===== src/rtl/jesd204b_cgs_rx_pkg.sv =====
// Shared types and constants for the JESD204B receive code-group synchronisation stage.
package jesd204b_cgs_pkg;

  typedef enum logic [1:0] {
    CS_INIT  = 2'd0,
    CS_CHECK = 2'd1,
    CS_DATA  = 2'd2
  } cgs_state_e;

  localparam logic [7:0] K28_5 = 8'hBC;
  localparam logic [7:0] K28_0 = 8'h1C;

  localparam int KCNT_SYNC    = 4;
  localparam int ICNT_LOSS    = 3;
  localparam int VCNT_RECOVER = 4;

  // A /K/ is a clean K28.5; anything with an error flag does not count.
  function automatic logic is_k28_5(input logic valid, input logic [7:0] data,
                                    input logic is_k, input logic disp_err,
                                    input logic nit_err);
    return valid && is_k && (data == K28_5) && !disp_err && !nit_err;
  endfunction

endpackage


===== src/rtl/jesd204b_cgs_rx_if.sv =====
// Lane-side bundle of the CGS stage: decoded octets in, SYNC~ and forwarded octets out.
interface jesd204b_cgs_rx_if #(
  parameter int ERR_CNT_W = 16
);
  // in_valid / out_valid qualify one octet per cycle; there is no backpressure,
  // so the receiver of either stream must take every qualified octet.
  logic                 in_valid;
  logic [7:0]           in_data;
  logic                 in_is_k;
  logic                 in_disp_err;
  logic                 in_nit_err;
  logic                 sync_req;
  logic                 sync_n;
  logic [1:0]           cgs_state;
  logic                 out_valid;
  logic [7:0]           out_data;
  logic                 out_is_k;
  logic                 out_sof;
  logic [ERR_CNT_W-1:0] err_cnt;

  modport master (
    output in_valid, in_data, in_is_k, in_disp_err, in_nit_err, sync_req,
    input  sync_n, cgs_state, out_valid, out_data, out_is_k, out_sof, err_cnt
  );

  modport slave (
    input  in_valid, in_data, in_is_k, in_disp_err, in_nit_err, sync_req,
    output sync_n, cgs_state, out_valid, out_data, out_is_k, out_sof, err_cnt
  );
endinterface


===== src/rtl/jesd204b_cgs_err_tracker.sv =====
// Invalid/valid code-group bookkeeping used while checking a synchronised lane.
module jesd204b_cgs_err_tracker
  import jesd204b_cgs_pkg::*;
(
  input  logic clk,
  input  logic rst_n,
  input  logic clear,
  input  logic ok_stb,
  input  logic inv_stb,
  output logic loss,
  output logic recovered
);

  localparam logic [1:0] ICNT_LAST = 2'(ICNT_LOSS - 1);
  localparam logic [1:0] VCNT_LAST = 2'(VCNT_RECOVER - 1);

  logic [1:0] icnt_q;
  logic [1:0] vcnt_q;

  // Both flags describe what this cycle's strobe does to the counters.
  always_comb begin
    loss      = inv_stb && (icnt_q == ICNT_LAST);
    recovered = ok_stb && !inv_stb && (vcnt_q == VCNT_LAST) && (icnt_q == 2'd1);
  end

  always_ff @(posedge clk) begin
    if (!rst_n || clear) begin
      icnt_q <= '0;
      vcnt_q <= '0;
    end else if (inv_stb) begin
      icnt_q <= icnt_q + 2'd1;
      vcnt_q <= '0;
    end else if (ok_stb) begin
      if (vcnt_q == VCNT_LAST) begin
        vcnt_q <= '0;
        icnt_q <= icnt_q - 2'd1;
      end else begin
        vcnt_q <= vcnt_q + 2'd1;
      end
    end
  end

endmodule


===== src/rtl/jesd204b_cgs_rx.sv =====
// Per-lane JESD204B CGS receiver: runs CS_INIT/CS_CHECK/CS_DATA, drives SYNC~
// and forwards octets with a start-of-data marker once synchronised.
module jesd204b_cgs_rx
  import jesd204b_cgs_pkg::*;
#(
  parameter int SYNC_MIN_CYCLES = 16,
  parameter int ERR_CNT_W       = 16
) (
  input logic              clk,
  input logic              rst_n,
  jesd204b_cgs_rx_if.slave cgs_if
);

  localparam int              MIN_W    = (SYNC_MIN_CYCLES > 1) ? $clog2(SYNC_MIN_CYCLES) : 1;
  localparam logic [MIN_W-1:0] MIN_LAST = MIN_W'(SYNC_MIN_CYCLES - 1);
  localparam logic [2:0]      KCNT_MAX = 3'(KCNT_SYNC);

  cgs_state_e           state_q, state_d;
  logic [2:0]           kcnt_q, kcnt_d;
  logic [MIN_W-1:0]     mincnt_q, mincnt_d;
  logic [ERR_CNT_W-1:0] err_q;
  logic                 sof_armed_q;
  logic                 sync_n_q, out_valid_q, out_is_k_q, out_sof_q;
  logic [7:0]           out_data_q;

  logic is_kchar, is_inv, is_ok, in_sync, fwd, sof_fire;
  logic loss, recovered;

  always_comb begin
    is_kchar = is_k28_5(cgs_if.in_valid, cgs_if.in_data, cgs_if.in_is_k,
                        cgs_if.in_disp_err, cgs_if.in_nit_err);
    is_inv   = cgs_if.in_valid && (cgs_if.in_disp_err || cgs_if.in_nit_err);
    is_ok    = cgs_if.in_valid && !is_inv;
    in_sync  = (state_q != CS_INIT);
    fwd      = cgs_if.in_valid && in_sync;
    sof_fire = fwd && sof_armed_q && !is_kchar;
  end

  jesd204b_cgs_err_tracker u_err_tracker (
    .clk       (clk),
    .rst_n     (rst_n),
    .clear     (state_d == CS_INIT),
    .ok_stb    (is_ok && (state_q == CS_CHECK)),
    .inv_stb   (is_inv && in_sync),
    .loss      (loss),
    .recovered (recovered)
  );

  // sync_req outranks every octet-driven transition.
  always_comb begin
    state_d  = state_q;
    kcnt_d   = kcnt_q;
    mincnt_d = mincnt_q;
    if (cgs_if.sync_req) begin
      state_d = CS_INIT;
    end else if (cgs_if.in_valid) begin
      unique case (state_q)
        CS_INIT: begin
          kcnt_d   = is_kchar ? ((kcnt_q == KCNT_MAX) ? kcnt_q : kcnt_q + 3'd1) : 3'd0;
          mincnt_d = (mincnt_q == MIN_LAST) ? mincnt_q : mincnt_q + 1'b1;
          if ((kcnt_d == KCNT_MAX) && (mincnt_q == MIN_LAST)) state_d = CS_DATA;
        end
        CS_CHECK: begin
          if (loss)           state_d = CS_INIT;
          else if (recovered) state_d = CS_DATA;
        end
        CS_DATA: begin
          if (is_inv) state_d = CS_CHECK;
        end
        default: state_d = CS_INIT;
      endcase
    end
    if ((state_d == CS_INIT) && (cgs_if.sync_req || in_sync)) begin
      kcnt_d   = '0;
      mincnt_d = '0;
    end
  end

  always_ff @(posedge clk) begin
    if (!rst_n) begin
      state_q  <= CS_INIT;
      kcnt_q   <= '0;
      mincnt_q <= '0;
    end else begin
      state_q  <= state_d;
      kcnt_q   <= kcnt_d;
      mincnt_q <= mincnt_d;
    end
  end

  always_ff @(posedge clk) begin
    if (!rst_n) begin
      err_q       <= '0;
      sof_armed_q <= 1'b1;
      sync_n_q    <= 1'b0;
      out_valid_q <= 1'b0;
      out_data_q  <= '0;
      out_is_k_q  <= 1'b0;
      out_sof_q   <= 1'b0;
    end else begin
      if (is_inv && (err_q != '1)) err_q <= err_q + 1'b1;
      if (state_d == CS_INIT) sof_armed_q <= 1'b1;
      else if (sof_fire)      sof_armed_q <= 1'b0;
      sync_n_q    <= (state_d != CS_INIT);
      out_valid_q <= fwd;
      out_sof_q   <= sof_fire;
      if (fwd) begin
        out_data_q <= cgs_if.in_data;
        out_is_k_q <= cgs_if.in_is_k;
      end
    end
  end

  assign cgs_if.sync_n    = sync_n_q;
  assign cgs_if.cgs_state = state_q;
  assign cgs_if.out_valid = out_valid_q;
  assign cgs_if.out_data  = out_data_q;
  assign cgs_if.out_is_k  = out_is_k_q;
  assign cgs_if.out_sof   = out_sof_q;
  assign cgs_if.err_cnt   = err_q;

endmodule


===== src/flat_wrapper.sv =====
// flat-port wrapper written by rule: the top's interface ports become plain ports
module jesd204b_cgs_rx_flat import jesd204b_cgs_pkg::*;
#(
  parameter int SYNC_MIN_CYCLES = 16,
  parameter int ERR_CNT_W       = 16
)
  (clk, rst_n, cgs_if_in_valid, cgs_if_in_data, cgs_if_in_is_k, cgs_if_in_disp_err, cgs_if_in_nit_err, cgs_if_sync_req, cgs_if_sync_n, cgs_if_cgs_state, cgs_if_out_valid, cgs_if_out_data, cgs_if_out_is_k, cgs_if_out_sof, cgs_if_err_cnt);
  jesd204b_cgs_rx_if #(.ERR_CNT_W(ERR_CNT_W)) cgs_if_i ();
  input logic clk;
  input logic rst_n;
  input wire logic [$bits(cgs_if_i.in_valid)-1:0] cgs_if_in_valid;
  input wire logic [$bits(cgs_if_i.in_data)-1:0] cgs_if_in_data;
  input wire logic [$bits(cgs_if_i.in_is_k)-1:0] cgs_if_in_is_k;
  input wire logic [$bits(cgs_if_i.in_disp_err)-1:0] cgs_if_in_disp_err;
  input wire logic [$bits(cgs_if_i.in_nit_err)-1:0] cgs_if_in_nit_err;
  input wire logic [$bits(cgs_if_i.sync_req)-1:0] cgs_if_sync_req;
  output wire logic [$bits(cgs_if_i.sync_n)-1:0] cgs_if_sync_n;
  output wire logic [$bits(cgs_if_i.cgs_state)-1:0] cgs_if_cgs_state;
  output wire logic [$bits(cgs_if_i.out_valid)-1:0] cgs_if_out_valid;
  output wire logic [$bits(cgs_if_i.out_data)-1:0] cgs_if_out_data;
  output wire logic [$bits(cgs_if_i.out_is_k)-1:0] cgs_if_out_is_k;
  output wire logic [$bits(cgs_if_i.out_sof)-1:0] cgs_if_out_sof;
  output wire logic [$bits(cgs_if_i.err_cnt)-1:0] cgs_if_err_cnt;
  assign cgs_if_i.in_valid = cgs_if_in_valid;
  assign cgs_if_i.in_data = cgs_if_in_data;
  assign cgs_if_i.in_is_k = cgs_if_in_is_k;
  assign cgs_if_i.in_disp_err = cgs_if_in_disp_err;
  assign cgs_if_i.in_nit_err = cgs_if_in_nit_err;
  assign cgs_if_i.sync_req = cgs_if_sync_req;
  assign cgs_if_sync_n = cgs_if_i.sync_n;
  assign cgs_if_cgs_state = cgs_if_i.cgs_state;
  assign cgs_if_out_valid = cgs_if_i.out_valid;
  assign cgs_if_out_data = cgs_if_i.out_data;
  assign cgs_if_out_is_k = cgs_if_i.out_is_k;
  assign cgs_if_out_sof = cgs_if_i.out_sof;
  assign cgs_if_err_cnt = cgs_if_i.err_cnt;
  jesd204b_cgs_rx #(.SYNC_MIN_CYCLES(SYNC_MIN_CYCLES), .ERR_CNT_W(ERR_CNT_W)) u_core (.clk(clk), .rst_n(rst_n), .cgs_if(cgs_if_i));
endmodule

===== config.mk =====
export PLATFORM = sky130hd
export DESIGN_NAME = jesd204b_cgs_rx_flat
export DESIGN_NICKNAME = d
export VERILOG_FILES = /design/src/rtl/jesd204b_cgs_rx_pkg.sv /design/src/rtl/jesd204b_cgs_rx_if.sv /design/src/rtl/jesd204b_cgs_err_tracker.sv /design/src/rtl/jesd204b_cgs_rx.sv /design/src/flat_wrapper.sv
export SDC_FILE = /design/constraint.sdc
export NUM_CORES = 1
export LEC_CHECK = 0
export ABC_AREA = 1
export CAP_MARGIN = 10
export CORE_UTILIZATION = 54
export CTS_CLUSTER_DIAMETER = 120
export DETAILED_ROUTE_END_ITERATION = 10
export PLACE_DENSITY = 0.94
export SETUP_SLACK_MARGIN = 0.2
export SYNTH_ARGS = -nofsm -noshare
export SYNTH_HDL_FRONTEND = slang
export SYNTH_SLANG_ARGS = --single-unit

===== constraint.sdc =====
create_clock -name clk -period 2.7 [get_ports clk]
set_input_delay 0.54 -clock clk [delete_from_list [all_inputs] [get_ports clk]]
set_output_delay 0.54 -clock clk [all_outputs]
set_load 0.02 [all_outputs]

==> results.sh <==
export IMPL_die_h_um=64.8
export IMPL_status="finished, final reports clean"
export IMPL_syn_area_per_cell_um2=7.01
export IMPL_syn2layout_area_growth_pct=27.6
export IMPL_clockBufferDepth=2
export IMPL_setup_viol=0
export IMPL_fin_area_um2=2720
export IMPL_die_area_um2=4200
export IMPL_cp_max_fo=7
export IMPL_clk_latency_ns=0.29
export IMPL_hold_viol_final=0
export IMPL_regToRegSetupSlack_ns=0.90
export IMPL_antenna_cells=0
export IMPL_syn_instance_count=304
export IMPL_globalplace_congestion=0.844
export IMPL_synth_cell_types=34
export IMPL_skew_ns=0.00404
export IMPL_dr_pass1_iters=4
export IMPL_die_w_um=64.8
export IMPL_cts_reportedPaths_clkPinSlew_ns=0.07
export IMPL_yosys_area_top_type_share_pct=39.4
export IMPL_yosys_area_top_type="dfxtp_1"
export IMPL_synthFlopType="dfxtp_1"
export IMPL_p_leak_nw=1.14
export IMPL_placed_area_um2=2630
export IMPL_cp_arrival_ns=2.32
export IMPL_grt_max_degree=21
export IMPL_power_density_nw_per_um2=445
export IMPL_drv_cap=0
export IMPL_cts_tree="yes"
export IMPL_grt_ovfl_total=0
export IMPL_wire_per_inst_um=11.6
export IMPL_vias=2052
export IMPL_cp_required_ns=2.90
export IMPL_min_period_over_period_pct=78.7
export IMPL_drt_iter0_markers=107
export IMPL_drcViolationCount=0
export IMPL_dpl_hpwl_um=3630
export IMPL_hp_class="flop to flop"
export IMPL_syn_num_nets=326
export IMPL_via_per_inst=5.10
export IMPL_synth_edff_count=0
export IMPL_cts_sinks=42
export IMPL_start_kind="input pin"
export IMPL_layout_drive_gt1_share_pct=6.50
export IMPL_synth_common_cells="70 x nand2_1, 45 x nor2_1, 44 x inv_1, 42 x dfxtp_1, 17 x o21ai_0"
export IMPL_port_buffers=44
export IMPL_io_pins=45
export IMPL_yosysMostFrequentCell="nand2_1"
export IMPL_path_class="input pin to flop"
export IMPL_fmax_mhz=471
export IMPL_cts_root_buf="clkbuf_8"
export IMPL_drv_slew=0
export IMPL_grt_pass1_wl_um=7880
export IMPL_async_flop_share_pct=0
export IMPL_fp_coreArea_um2=3720
export IMPL_ys_ff_latch=42
export IMPL_end_kind="flop"
export IMPL_antenna_found_initial=0
export IMPL_wl_um=4670
export IMPL_max_vdd_ir_drop_mv=0.306
export IMPL_power_mw=1.21
export IMPL_slew_headroom_pct=75.5
export IMPL_period_needed_ns=2.12
export IMPL_rsz0062_at_grt="no"
export IMPL_start_util_pct=57.4
export IMPL_drtAntennaViolNets=0
export IMPL_postCtsHoldBufs=0
export IMPL_fin_nets=375
export IMPL_netlist_area_um2=2130
export IMPL_ys_warn_count=0
export IMPL_synth_area_leaders="dfxtp_1 39%, nand2_1 12%, nor2_1 7.9%, inv_1 7.7%, ha_1 4.1%"
export IMPL_grt_pass1_vias=1927
export IMPL_cts_buffers=5
export IMPL_tns_ns=0
export IMPL_ctsResizeCount=0
export IMPL_yosysSeqAreaShare_pct=39.4
export IMPL_cts_htree_levels=2
export IMPL_tightest_slew_ns=0.368
export IMPL_grt_usage_pct=24.6
export IMPL_cts_setup_buffers=0
export IMPL_rows=22
-- through the flow --
stage               hold WS (ns)  setup WS, ns  util (%)  std cells
CTS                        0.467         0.587      73.2        402
finish                     0.468         0.575      73.2        402
floorplan                  0.427          1.08         -        304
detailed placement         0.456         0.280      70.7        394
global placement           0.441         0.335      70.7        394
global route               0.491         0.397      73.2        402
-- state kept, by name, summed over array words and instances (netlist names), 2 cells and up --
register                     flops
u_core.kcnt_q                    3
u_core.cgs_if.err_cnt           16
u_core.mincnt_q                  4
u_core.u_err_tracker.icnt_q      2
u_core.cgs_if.out_data           8
u_core.cgs_if.cgs_state          2
u_core.u_err_tracker.vcnt_q      2
-- layer usage --
| metal | track usage [%] | share of wire [%] | vias to the layer above |
|---|---|---|---|
| met4 | 10.3 | 1.9 | 0 |
| met2 | 44.7 | 51 | 51 |
| met3 | 7.39 | 4.8 | 9 |
| met5 | 0 | 0 | - |
| li1 | - | - | 1066 |
| met1 | 26.0 | 42 | 926 |
-- cells in the final DEF (no fill, tap or decap) --
| cell type | count |
|---|---|
| nand2_1 | 70 |
| nor2_1 | 45 |
| inv_1 | 44 |
| clkdlybuf4s50_1 | 44 |
| dfxtp_1 | 42 |
| o21ai_0 | 17 |
| nand3_1 | 16 |
| a21oi_1 | 15 |
| ha_1 | 7 |
| clkbuf_8 | 6 |
| nand4_1 | 5 |
| xnor2_1 | 4 |
| xor2_1 | 4 |
| nand2_2 | 4 |
| nor3_1 | 3 |
| inv_2 | 2 |
| nand2_4 | 2 |
| o21bai_1 | 2 |
| a211oi_1 | 2 |
| o31ai_1 | 2 |
| clkinv_1 | 1 |
| nor2_2 | 1 |
| and3_1 | 1 |
| nor3_4 | 1 |
| nand3_2 | 1 |
| o211ai_1 | 1 |
| nand3b_1 | 1 |
| mux2i_1 | 1 |
| and2_1 | 1 |
| nand3_4 | 1 |
| a211oi_2 | 1 |
| a31o_2 | 1 |
| o21a_1 | 1 |
| a22oi_1 | 1 |
| mux2_2 | 1 |
| clkbuf_1 | 1 |
| clkinv_2 | 1 |
| buf_4 | 1 |
-- power breakdown --
group | total [mW] | internal, mW | switching (mW)
sequential | 0.643 | 0.634 | 0.00991
combinational | 0.151 | 0.0643 | 0.0866
clock | 0.415 | 0.206 | 0.209
total | 1.21 | 0.904 | 0.306
-- area by class of cell --
class | count | area (um^2)
well taps | 48 | 60.1
fillers | 294 | 996
repair buffers | 45 | 448
multi-input cells | 212 | 1100
flip-flops and latches | 42 | 841
clock inverters | 1 | 5.00
inverters | 47 | 176
clock buffers | 7 | 86.3
-- logic make-up after synthesis --
family | after synthesis | synth area share (%)
AOI/OAI and AO/OA | 43 | 11.7
xor gates and xnor gates | 8 | 3.29
adders and majority gates | 7 | 4.11
buffers and inverters | 50 | 8.80
DFF | 42 | 39.4
muxes | 2 | 0.998
and+or+nand+nor | 152 | 31.7
-- path summary, 6_finish.rpt --
check / depth (start not counted) / endpoint / startpoint
worst max-delay path: 12 / u_core.kcnt_q[0] / cgs_if_in_valid
worst min register to register: 2 / u_core.cgs_if.out_sof / u_core.sof_armed_q
worst max register to register: 11 / u_core.kcnt_q[0] / u_core.cgs_if.cgs_state[1]
worst min-delay path: 2 / u_core.cgs_if.out_sof / u_core.sof_armed_q
-- worst max-delay path: stages --
cell             delay [ns]
clkdlybuf4s50_1        0.62
nand2_1                0.13
nor2_1                 0.12
nand3_1                0.17
nor2_1                 0.15
nor2_1                 0.05
nand2_1                0.05
nand3_1                0.08
nand2_2                0.15
nand3_4                0.12
nand2_1                0.08
inv_1                  0.04
(Power assumes the default switching activity.)
==> patch (same settings) <==
`ERR_CNT_W` is set to 16 in 3 places; all go to 18.
--- a/src/rtl/jesd204b_cgs_rx_if.sv
+++ b/src/rtl/jesd204b_cgs_rx_if.sv
@@ -1,6 +1,6 @@
 // Lane-side bundle of the CGS stage: decoded octets in, SYNC~ and forwarded octets out.
 interface jesd204b_cgs_rx_if #(
-  parameter int ERR_CNT_W = 16
+  parameter int ERR_CNT_W = 18
 );
   // in_valid / out_valid qualify one octet per cycle; there is no backpressure,
   // so the receiver of either stream must take every qualified octet.
--- a/src/rtl/jesd204b_cgs_rx.sv
+++ b/src/rtl/jesd204b_cgs_rx.sv
@@ -4,7 +4,7 @@
   import jesd204b_cgs_pkg::*;
 #(
   parameter int SYNC_MIN_CYCLES = 16,
-  parameter int ERR_CNT_W       = 16
+  parameter int ERR_CNT_W       = 18
 ) (
   input logic              clk,
   input logic              rst_n,
--- a/src/flat_wrapper.sv
+++ b/src/flat_wrapper.sv
@@ -2,7 +2,7 @@
 module jesd204b_cgs_rx_flat import jesd204b_cgs_pkg::*;
 #(
   parameter int SYNC_MIN_CYCLES = 16,
-  parameter int ERR_CNT_W       = 16
+  parameter int ERR_CNT_W       = 18
 )
   (clk, rst_n, cgs_if_in_valid, cgs_if_in_data, cgs_if_in_is_k, cgs_if_in_disp_err, cgs_if_in_nit_err, cgs_if_sync_req, cgs_if_sync_n, cgs_if_cgs_state, cgs_if_out_valid, cgs_if_out_data, cgs_if_out_is_k, cgs_if_out_sof, cgs_if_err_cnt);
   jesd204b_cgs_rx_if #(.ERR_CNT_W(ERR_CNT_W)) cgs_if_i ();
Ports: changed (resized cgs_if_err_cnt); port bits go from 45 to 47. No check against the original RTL was run, so the function may have changed too.
==> patch against the unedited design <==
- cell area increased by 10%
- worst setup slack better by 0.028 ns
- routed wire length rose by 11%
- total power rose by 8.7%
- combinational power fell by 6%
- sequential cell count is 2 higher
- highest routed layer unchanged
- utilization fell by 0.41 points
- clock power increased by 20%
- count of clock-buffer cells in the layout is 2 lower
- synthesized area rose by 12%
- critical endpoint is now u_core.cgs_if.err_cnt[7]$_SDFFE_PN0P_
- global-route usage shrank 0.58 points
==> patch: results (changes against the unedited design) <==
| Metric | Value |
|---|---|
| Clock Skew | 0.0131 ns (+0.00910 ns) |
| Compound-Gate Fraction of Synth Area | 7.81% (-3.9 points) |
| Routed len/inst | 11.8 µm (+1.6%) |
| Cell variety after synth | 35 (+2.9%) |
| PnR Total Power | 1.32 mW (+8.7%) |
| First-pass GRT wire length | 8.37 mm (+6.2%) |
| Number of cells after detailed placement | 432 (+9.6%) |
| Final RePlAce weighted congestion | 0.910 (+7.7%) |
| Crit path DAT | 2.30 ns (-0.02 ns) |
| GR Util met3 | 6.33% (-1.1 points) |
| Reg2reg path depth | 8 (-3) |
| Most used DFF post-synth | dfxtp_1 |
| Top fanout value on the critical path | 18 (+11) |
| Syn nets | 362 (+11%) |
| Met1 GRT Util | 28.2% (+2.1 points) |
| Top sig layer | met4 |
| I/O Buffers | 46 (+4.5%) |
| Detailed Place HPWL | 4.02 mm (+11%) |
| All-Layer GR Usage | 24.0% (-0.58 points) |
| Lkg Pwr | 1.24 nW (+9.2%) |
| Int Power | 997 µW (+10%) |
| CP endpoint | u_core.cgs_if.err_cnt[7]$_SDFFE_PN0P_ |
| DR vias/cell | 5.21 (+2.0%) |
| R2R Setup Slk | 0.72 ns (-0.18 ns) |
| DRT met1 WL | 2.33 mm (+17%) |
| Power Clock | 500 µW (+20%) |
| DR WL met3 | 178 µm (-21%) |
| Fill count | 341 (+16%) |
| Reg2reg end | u_core.cgs_if.err_cnt[0]$_SDFFE_PN0P_ |
| Worst-path clk slew | 0.09 ns (+0.02 ns) |
| Commonest cells in the netlist | nand2_1 (75), nor2_1 (53), dfxtp_1 (44) |
| PwrDens | 439 nW/µm² (-1.3%) |
| Max VDD drop | 0.000425 V (+39%) |
| Largest register FFs | 18 (+2) |
| Placed Instance Area | 2880 µm² (+9.7%) |
| Nets | 411 (+9.6%) |
| Final Critical Period | 2.10 ns (-0.0284 ns) |
| Mapped Cells | 340 (+12%) |
| Status | completed |
| Vias in the first global route | 2022 (+4.9%) |
| Post-synthesis adder-cell area fraction | 3.67% (-0.44 points) |
| Max clock buf depth | 2 (unchanged) |
| HP Class | flop to flop |
| Post-placement setup slack | 0.322 ns (+0.0418 ns) |
| DR pass1 iterations | 4 (unchanged) |
| Seq/Total Area, Yosys | 36.9% (-2.5 points) |
| Met2 wire length | 2.60 mm (+9.7%) |
| Hold WS | 0.434 ns (-0.0335 ns) |
| Share of cells above drive strength 1 | 9.23% (+2.7 points) |
| Mux cell area share after synthesis | 1.84% (+0.84 points) |
| XOR/XNOR Fraction of Synth Area | 5.51% (+2.2 points) |
| GR Layer Usage met2 | 41.3% (-3.4 points) |
| Largest net degree at the start of global routing | 19 (-9.5%) |
| Comb pwr | 142 µW (-6%) |
| Worst r2r src | u_core.cgs_if.err_cnt[0]$_SDFFE_PN0P_ |
| Area contributors post-synth | dfxtp_1 (37%), nand2_1 (12%), nor2_1 (8.3%) |
| DRT iter0 DRCs | 152 (+42%) |
| Slew HR | 72.4% (-3.1 points) |
| Total wire length | 5.19 mm (+11%) |
==> patch: cell types whose count changed after synthesis, moves of 3 or more <==
cell     before  now
xor2_1        4    8
nor2_4        0    3
nand2_1      70   75
nor2_1       45   53
nor3_1        3    6
nand2_2       4    7
inv_2         2    6
xnor2_1       4    7
==> patch: cell type report <==
cell class              instances  share of cell area [%]
clock inverters                 3                    1.42
repair buffers                 48                    15.9
flip-flops and latches         44                    29.4
well taps                      50                    2.09
multi-input cells             241                    42.8
clock buffers                   5                    2.30
inverters                      49                    6.14
==> patch: cells by family (layout without fill, tap and decap cells) <==
kind of cell | after synthesis | after routing
compound gates | 36 | 36
xor+xnor | 15 | 15
fa+ha+maj | 7 | 7
buf+inv | 55 | 105
flops | 44 | 44
mux | 4 | 4
simple gates | 179 | 179
==> patch: critical path, cell delays in order <==
cell,delay (ns)
clkdlybuf4s50_1,0.62
inv_2,0.13
nor2_4,0.16
nand2_2,0.20
inv_2,0.30
nand2_1,0.12
o21ai_0,0.17
nor2_1,0.05
